**config.mk**
```make
export PLATFORM = sky130hd
export DESIGN_NAME = pipe_hazard_ctrl
export DESIGN_NICKNAME = d
export VERILOG_FILES = /design/src/rtl/pipe_hazard_ctrl_pkg.sv /design/src/rtl/pipe_hazard_ctrl_fwd.sv /design/src/rtl/pipe_hazard_ctrl.sv
export SDC_FILE = /design/constraint.sdc
export NUM_CORES = 1
export LEC_CHECK = 0
export CELL_PAD_IN_SITES_DETAIL_PLACEMENT = 2
export CELL_PAD_IN_SITES_GLOBAL_PLACEMENT = 2
export CORE_UTILIZATION = 25
export CTS_CLUSTER_SIZE = 30
export DETAILED_ROUTE_END_ITERATION = 12
export GPL_ROUTABILITY_DRIVEN = 0
export HOLD_SLACK_MARGIN = 0.03
export PLACE_DENSITY = 0.95
export SETUP_SLACK_MARGIN = 0.2
export SLEW_MARGIN = 25
export SYNTH_ARGS = -nofsm -noshare
export SYNTH_HDL_FRONTEND = slang
export SYNTH_SLANG_ARGS = --single-unit
```
**constraint.sdc**
```tcl
create_clock -name clk -period 3.6 [get_ports clk]
set_input_delay 0.54 -clock clk [delete_from_list [all_inputs] [get_ports clk]]
set_output_delay 0.54 -clock clk [all_outputs]
set_load 0.1 [all_outputs]
```
**src/rtl/pipe_hazard_ctrl_pkg.sv**
```systemverilog
// pipe_hazard_ctrl_pkg: shared state encoding and operand/PC select codes
package pipe_hazard_ctrl_pkg;

    typedef enum logic [1:0] {
        RUN        = 2'd0,
        MEM_WAIT   = 2'd1,
        TRAP_DRAIN = 2'd2
    } state_t;

    localparam logic [1:0] FWD_LATCH = 2'd0;
    localparam logic [1:0] FWD_MEM   = 2'd1;
    localparam logic [1:0] FWD_WB    = 2'd2;

    localparam logic [1:0] PCSEL_PC4    = 2'd0;
    localparam logic [1:0] PCSEL_BRANCH = 2'd1;
    localparam logic [1:0] PCSEL_TRAP   = 2'd2;

endpackage

```
**src/rtl/pipe_hazard_ctrl_fwd.sv**
```systemverilog
// fwd_unit: picks the freshest producer of one EX source operand
module fwd_unit
    import pipe_hazard_ctrl_pkg::*;
(
    input  logic [4:0] rs,
    input  logic [4:0] rd_mem,
    input  logic       we_mem,
    input  logic [4:0] rd_wb,
    input  logic       we_wb,
    output logic [1:0] fwd
);

    logic hit_mem;
    logic hit_wb;

    assign hit_mem = we_mem && rd_mem != 5'd0 && rd_mem == rs;
    assign hit_wb  = we_wb && rd_wb != 5'd0 && rd_wb == rs;

    // EX/MEM holds the younger result, so it wins over MEM/WB
    always_comb fwd = hit_mem ? FWD_MEM : hit_wb ? FWD_WB : FWD_LATCH;

endmodule

```
**src/rtl/pipe_hazard_ctrl.sv**
```systemverilog
// pipe_hazard_ctrl: stall/flush/redirect control and forwarding for a 5-stage pipeline
module pipe_hazard_ctrl
    import pipe_hazard_ctrl_pkg::*;
(
    input  logic        clk,
    input  logic        rst,
    input  logic [4:0]  rs1_ID,
    input  logic [4:0]  rs2_ID,
    input  logic        rs1_used_ID,
    input  logic        rs2_used_ID,
    input  logic [4:0]  rd_EX,
    input  logic        RegWrite_EX,
    input  logic        mem_r_EX,
    input  logic [4:0]  rd_MEM,
    input  logic        RegWrite_MEM,
    input  logic [4:0]  rs1_EX,
    input  logic [4:0]  rs2_EX,
    input  logic        branch_taken_EX,
    input  logic        trap_MEM,
    input  logic        mret_MEM,
    input  logic        dmem_req,
    input  logic        dmem_ack,
    input  logic [4:0]  rd_WB,
    input  logic        RegWrite_WB,
    output logic        en_PC,
    output logic        en_IFID,
    output logic        en_IDEX,
    output logic        en_EXMEM,
    output logic        flush_IFID,
    output logic        flush_IDEX,
    output logic        flush_EXMEM,
    output logic [1:0]  fwd_A,
    output logic [1:0]  fwd_B,
    output logic [1:0]  pc_sel,
    output logic [31:0] stall_cnt
);

    state_t     state;
    state_t     state_n;
    logic       freeze;
    logic       trap;
    logic       load_use;
    logic [1:0] fwd_a_raw;
    logic [1:0] fwd_b_raw;

    // in MEM_WAIT only the ack releases the freeze; elsewhere a fresh unacked request starts one
    assign freeze   = (state == MEM_WAIT) ? !dmem_ack : (dmem_req && !dmem_ack);
    assign trap     = trap_MEM || mret_MEM;
    assign load_use = mem_r_EX && RegWrite_EX && rd_EX != 5'd0 &&
                      ((rs1_used_ID && rs1_ID == rd_EX) || (rs2_used_ID && rs2_ID == rd_EX));

    // state register; reset abandons any wait or drain in progress
    always_ff @(posedge clk) begin
        state <= rst ? RUN : state_n;
    end

    // next state: freeze dominates, a trap outside the drain cycle enters the drain
    always_comb begin
        state_n = RUN;
        if (freeze)
            state_n = MEM_WAIT;
        else if (state != TRAP_DRAIN && trap)
            state_n = TRAP_DRAIN;
    end

    // outputs: reset and freeze force everything idle, otherwise trap > branch > load-use
    always_comb begin
        {en_PC, en_IFID, en_IDEX, en_EXMEM} = 4'b0000;
        {flush_IFID, flush_IDEX, flush_EXMEM} = 3'b000;
        pc_sel = PCSEL_PC4;
        if (!rst && !freeze) begin
            {en_PC, en_IFID, en_IDEX, en_EXMEM} = 4'b1111;
            if (state == TRAP_DRAIN) begin
                flush_IFID = 1'b1;
            end else if (trap) begin
                pc_sel = PCSEL_TRAP;
                {flush_IFID, flush_IDEX, flush_EXMEM} = 3'b111;
            end else if (branch_taken_EX) begin
                pc_sel = PCSEL_BRANCH;
                {flush_IFID, flush_IDEX} = 2'b11;
            end else if (load_use) begin
                {en_PC, en_IFID} = 2'b00;
                flush_IDEX = 1'b1;
            end
        end
    end

    // stall counter counts every non-reset cycle with the PC held; wraps naturally
    always_ff @(posedge clk) begin
        if (rst)
            stall_cnt <= 32'd0;
        else if (!en_PC)
            stall_cnt <= stall_cnt + 32'd1;
    end

    fwd_unit u_fwd_a (
        .rs     (rs1_EX),
        .rd_mem (rd_MEM),
        .we_mem (RegWrite_MEM),
        .rd_wb  (rd_WB),
        .we_wb  (RegWrite_WB),
        .fwd    (fwd_a_raw)
    );

    fwd_unit u_fwd_b (
        .rs     (rs2_EX),
        .rd_mem (rd_MEM),
        .we_mem (RegWrite_MEM),
        .rd_wb  (rd_WB),
        .we_wb  (RegWrite_WB),
        .fwd    (fwd_b_raw)
    );

    assign fwd_A = rst ? FWD_LATCH : fwd_a_raw;
    assign fwd_B = rst ? FWD_LATCH : fwd_b_raw;

endmodule
```
Word level (Yosys, flattened, before mapping)
Cells that the tools add are included.
W data, S select, Z words.
{"block": "totals", "register_bits": 34, "output_inout_bits": 45, "word_cells": 67}
{"block": "classes", "addsub": 1, "eq_ne": 9, "mux": 31, "reduce_logical": 23}
{"op": "$add A32 B1 Y32 const B", "n": 1}
{"op": "$eq A5 B5 Y1", "n": 6}
{"op": "$mux W1", "n": 21}
{"op": "$mux W2", "n": 10}
{"op": "$reduce_bool A5 Y1", "n": 3}
{"op": "$logic_and A1 B1 Y1", "n": 14}
{"op": "$logic_not A1 Y1", "n": 3}
{"op": "$eq A2 B1 Y1 const B", "n": 1}
{"op": "$eq A2 B2 Y1 const B", "n": 1}
{"op": "$logic_or A1 B1 Y1", "n": 2}
{"op": "$ne A2 B2 Y1 const B", "n": 1}
{"op": "$reduce_or A2 Y1", "n": 1}

Depth between registers and ports, before layout
{"block": "depth", "ltp_word": 9, "mapped_depth": 8, "depth_no_buf": 6}

Modules after synthesis
A second synthesis with hierarchy kept.
{"block": "hier_totals", "hier_cells": 279, "hier_area_um2": 2250.9}
{"mod": "pipe_hazard_ctrl", "instances": 1, "cells_per_inst": 237, "area_each_um2": 1933.1, "seq_area_each_um2": 680.7}
{"mod": "fwd_unit", "instances": 2, "cells_per_inst": 21, "area_each_um2": 158.9, "seq_area_each_um2": 0.0}

Worst setup path after synthesis
Ideal clock, no wire load.
{"block": "synth_path", "kind": "input to output", "from": "in rd_MEM[0]", "to": "out fwd_A[1]", "arrival_ns": 4.396, "slack_ns": -1.336, "stages": 4, "n_path_buf": 0, "cell_sequence": "or4_1 o21ai_0 nor3_1 nor4_1"}
{"block": "synth_between", "elab_chain_len": 5, "word_cells_on_any_way": 6}
{"element": "from (decl)", "line_no": "pipe_hazard_ctrl.sv:14", "text": "input logic [4:0] rd_MEM,"}
{"element": "$reduce_bool A5 Y1", "line_no": "pipe_hazard_ctrl_fwd.sv:16", "text": "assign hit_mem = we_mem && rd_mem != 5'd0 && rd_mem == rs;"}
{"element": "$logic_and A1 B1 Y1", "line_no": "pipe_hazard_ctrl_fwd.sv:16"}
{"element": "$logic_and A1 B1 Y1 *", "line_no": "pipe_hazard_ctrl_fwd.sv:16"}
{"element": "$mux W2 *", "line_no": "pipe_hazard_ctrl_fwd.sv:20", "text": "always_comb fwd = hit_mem ? FWD_MEM : hit_wb ? FWD_WB : FWD_LATCH;"}
{"element": "$mux W2 *", "line_no": "pipe_hazard_ctrl.sv:114", "text": "assign fwd_A = rst ? FWD_LATCH : fwd_a_raw;"}
{"element": "to (decl)", "line_no": "pipe_hazard_ctrl.sv:32", "text": "output logic [1:0] fwd_A,"}
Mark *: on every way between the ends. The rest lies on a longest branch, timed or not.

Final worst setup path
Same ends and word-level chain as after synthesis.

==> report_table.html <==
<table>
<tr><th>Metric</th><th>Value</th></tr>
<tr><th colspan="2">Run status</th></tr>
<tr><td>Status</td><td>finished, final reports clean</td></tr>
<tr><th colspan="2">Final layout</th></tr>
<tr><td>Share of cells above drive strength 1</td><td>under 10%</td></tr>
<tr><td>Most common cell after layout, fill and taps aside</td><td>sky130_fd_sc_hd__clkdlybuf4s50_1</td></tr>
<tr><td>Signed area change from the synthesized netlist to the final layout</td><td>57.9%</td></tr>
<tr><td>Leading cell types in the layout, fill and taps excluded</td><td>79 x sky130_fd_sc_hd__clkdlybuf4s50_1, 34 x sky130_fd_sc_hd__dfxtp_1, 25 x sky130_fd_sc_hd__a21oi_1, 18 x sky130_fd_sc_hd__xor2_1, 18 x sky130_fd_sc_hd__or4_1</td></tr>
<tr><td>Antenna diodes</td><td>0</td></tr>
<tr><td>Post-layout util</td><td>approximately 41%</td></tr>
<tr><td>Final instance area</td><td>~3400 um^2</td></tr>
<tr><td>Final-stage net count</td><td>between 400 and 500</td></tr>
<tr><th colspan="2">Synth</th></tr>
<tr><td>Number of distinct standard cells referenced by the synthesized netlist</td><td>40</td></tr>
<tr><td>Synthesized area</td><td>2140 um^2</td></tr>
<tr><td>Synthesized Nets</td><td>about 320</td></tr>
<tr><td>Share of synthesized area occupied by flip-flops and latches</td><td>between 30% and 40%</td></tr>
<tr><td>Average size of a mapped cell</td><td>between 8 and 9 um^2</td></tr>
<tr><td>Post-synthesis cell count</td><td>approximately 270</td></tr>
<tr><td>Flip-flop and latch count after synthesis</td><td>34</td></tr>
<tr><td>Fraction of synthesis flops using an asynchronous set or reset pin</td><td>0%</td></tr>
<tr><td>Dominant register cell in the synthesized netlist</td><td>sky130_fd_sc_hd__dfxtp_1</td></tr>
<tr><td>Synthesis Warnings</td><td>0</td></tr>
<tr><td>Number of flops mapped to enable cells by yosys</td><td>0</td></tr>
<tr><th colspan="2">Job</th></tr>
<tr><td># Max-Cap Violations</td><td>0</td></tr>
<tr><th colspan="2">GRT</th></tr>
<tr><td>GRT Max-Usage Layer</td><td>met2</td></tr>
<tr><td>Overall track demand over capacity in global routing</td><td>around 19%</td></tr>
<tr><td>Initial antenna violation count</td><td>0</td></tr>
<tr><td>Largest net degree at the start of global routing</td><td>45</td></tr>
<tr><td>Vias in the first global route</td><td>about 2600</td></tr>
<tr><td>Grt total ovfl</td><td>0</td></tr>
<tr><td>GR met2 Demand/Resource</td><td>36.2%</td></tr>
<tr><td>Wire length of the first global-routing pass</td><td>roughly 13000 um</td></tr>
<tr><td>Met1 track demand over resource in global routing</td><td>just under 20%</td></tr>
<tr><td>GR Util met3</td><td>4.35%</td></tr>
<tr><th colspan="2">Clock network</th></tr>
<tr><td># resized after CTS</td><td>0</td></tr>
<tr><td>Clock network latency to the later pin of the worst-skew pair</td><td>roughly 280 ps</td></tr>
<tr><td># Post-CTS Setup Buffers</td><td>0</td></tr>
<tr><td>Sinks on the clock net</td><td>34</td></tr>
<tr><td>Clock tree from TritonCTS</td><td>done</td></tr>
<tr><td>Total CTS buffers</td><td>5</td></tr>
<tr><td>CTS Root Buffer Type</td><td>sky130_fd_sc_hd__clkbuf_8</td></tr>
<tr><td>Largest buffer count on any clock path</td><td>2</td></tr>
<tr><td>Hold-fix buffers, CTS</td><td>0</td></tr>
<tr><td>CTS clk-pin slew, worst paths</td><td>70 ps</td></tr>
<tr><td>Number of H-tree levels</td><td>2</td></tr>
<tr><th colspan="2">Hold path</th></tr>
<tr><td>Type of the worst min-delay path</td><td>reg -&gt; reg</td></tr>
<tr><th colspan="2">Die</th></tr>
<tr><td>Initial core utilization</td><td>between 20% and 30%</td></tr>
<tr><td>Horizontal die dimension</td><td>roughly 95 um</td></tr>
<tr><td>Floorplan core area</td><td>8260 um^2</td></tr>
<tr><td>Die span in y</td><td>between 90 and 100 um</td></tr>
<tr><td>Num ports</td><td>93</td></tr>
<tr><td>Die Footprint</td><td>between 8000 and 9000 um^2</td></tr>
<tr><td>Num rows</td><td>33</td></tr>
<tr><th colspan="2">STA</th></tr>
<tr><td>Number of hold violations in the final report</td><td>0</td></tr>
<tr><td>Final setup violation count</td><td>0</td></tr>
<tr><td>Pins over their slew limit</td><td>0</td></tr>
<tr><td>Fmax</td><td>0.315 GHz</td></tr>
<tr><td>Largest clock skew in the final design</td><td>3.55 ps</td></tr>
<tr><td>Worst slew slack as a fraction of its limit</td><td>between 30% and 40%</td></tr>
<tr><td>Post-route clock period utilization</td><td>88.1%</td></tr>
<tr><td>Final worst setup slack</td><td>approximately 430 ps</td></tr>
<tr><td>Smallest hold slack</td><td>between 500 and 600 ps</td></tr>
<tr><td>Worst-margin pin slew</td><td>1000 ps</td></tr>
<tr><td>Unrepaired setup endpoints after global routing</td><td>false</td></tr>
<tr><td>Period minus WS final</td><td>around 3200 ps</td></tr>
<tr><th colspan="2">Setup path</th></tr>
<tr><td>Setup crit end kind</td><td>output port</td></tr>
<tr><td>Max FO, Critical Path</td><td>4</td></tr>
<tr><td>Launching element type of the critical path</td><td>input port</td></tr>
<tr><td>Crit Path Class</td><td>in -&gt; out</td></tr>
<tr><td>Required time of the critical path</td><td>just over 3000 ps</td></tr>
<tr><td>Arrival time at the worst endpoint</td><td>~2600 ps</td></tr>
<tr><th colspan="2">Routing</th></tr>
<tr><td>Detailed-route DRC error count</td><td>0</td></tr>
<tr><td>Sum of routed wire length over all layers</td><td>8120 um</td></tr>
<tr><td>Post-route ant nets</td><td>0</td></tr>
<tr><td>Routed length per instance</td><td>~18 um</td></tr>
<tr><td>Total number of vias</td><td>around 2500</td></tr>
<tr><td>Count of routing violations after the opening detailed-route iteration</td><td>between 50 and 60</td></tr>
<tr><td>1st-pass router iterations</td><td>4</td></tr>
<tr><td>Average vias per placed instance</td><td>around 5.4</td></tr>
<tr><th colspan="2">Placement</th></tr>
<tr><td>Cell area after placement</td><td>around 3300 um^2</td></tr>
<tr><td>Half-perimeter wire length of the detailed placement result</td><td>about 6300 um</td></tr>
<tr><td>Pre-CTS worst setup slack</td><td>268 ps</td></tr>
<tr><td>Port buffer count</td><td>92</td></tr>
<tr><th colspan="2">Power</th></tr>
<tr><td>Power density over the cells</td><td>276 nW/um^2</td></tr>
<tr><td>Worst IR drop on VDD</td><td>slightly above 100 uV</td></tr>
<tr><td>Leakage</td><td>approximately 0.0011 uW</td></tr>
<tr><td>Total Power</td><td>just over 900 uW</td></tr>
</table>
==> flip-flops by register name, summed over array words and instances (netlist names) <==
register and count:
stall_cnt 32, state 2
==> layer usage <==
layer  vias up  share of wire [%]
met5         -                  0
met4         0               0.42
met3         2                4.5
met2        58                 55
met1      1218                 40
li1       1179                  -
==> logic make-up (layout without fill, tap and decap cells) <==
family	count (synthesis)	after routing	synth area share, %
flip-flops	34	34	31.8
buffers and inverters	20	105	4.50
AO/OA/AOI/OAI	66	66	18.9
multiplexers	2	2	0.993
adder cells (fa/ha/maj)	1	1	0.584
XOR/XNOR	30	30	12.3
AND/OR/NAND/NOR	114	114	31.0
==> layout make-up <==
type,instances,area [um^2]
Clock buffer,7,76.3
Fill cell,948,4880
Inverter,4,15.0
Multi-Input combinational cell,213,1400
Sequential cell,34,681
Tap cell,105,131
Timing Repair Buffer,94,1080
==> through the flow <==
step	setup TNS [ps]	instances
6_report	0	457
5_1_grt	0	457
4_1_cts	0	457
3_5_place_dp	0	450
3_3_place_gp	0	450
2_1_floorplan	-1730	267
==> power by group <==
part / switching, uW / total (uW) / internal [uW]
Sequential: 6.49 / 388 / 381
Clock: 138 / 272 / 133
Combinational: 161 / 274 / 113
Total: 306 / 933 / 628
==> synth_stat cells (all sizes together) (9+ instances only) <==
cell type | number | area [um^2]
o31ai | 12 | 90.1
nand3 | 15 | 75.1
and3 | 9 | 56.3
a21oi | 25 | 125
xnor2 | 12 | 105
dfxtp | 34 | 681
nand2 | 16 | 60.1
or4 | 18 | 135
or3 | 12 | 75.1
clkbuf | 9 | 33.8
o21ai | 15 | 75.1
xor2 | 18 | 158
nor2 | 10 | 37.5
==> worst paths after layout <==
path	from	end	slack, ps	depth (start not counted)
max	rd_MEM[0]	fwd_A[1]	430	6
min	stall_cnt[13]	stall_cnt[13]	510	2
max reg2reg	stall_cnt[6]	stall_cnt[28]	1110	6
min reg2reg	stall_cnt[13]	stall_cnt[13]	510	2
==> worst max-delay path, stage by stage <==
cell	delay, ps
sky130_fd_sc_hd__clkdlybuf4s50_1	480
sky130_fd_sc_hd__or4_1	570
sky130_fd_sc_hd__o21ai_1	290
sky130_fd_sc_hd__nor3_1	130
sky130_fd_sc_hd__nor4_2	390
sky130_fd_sc_hd__buf_12	220
No activity file was read; power rests on OpenSTA's default activity.
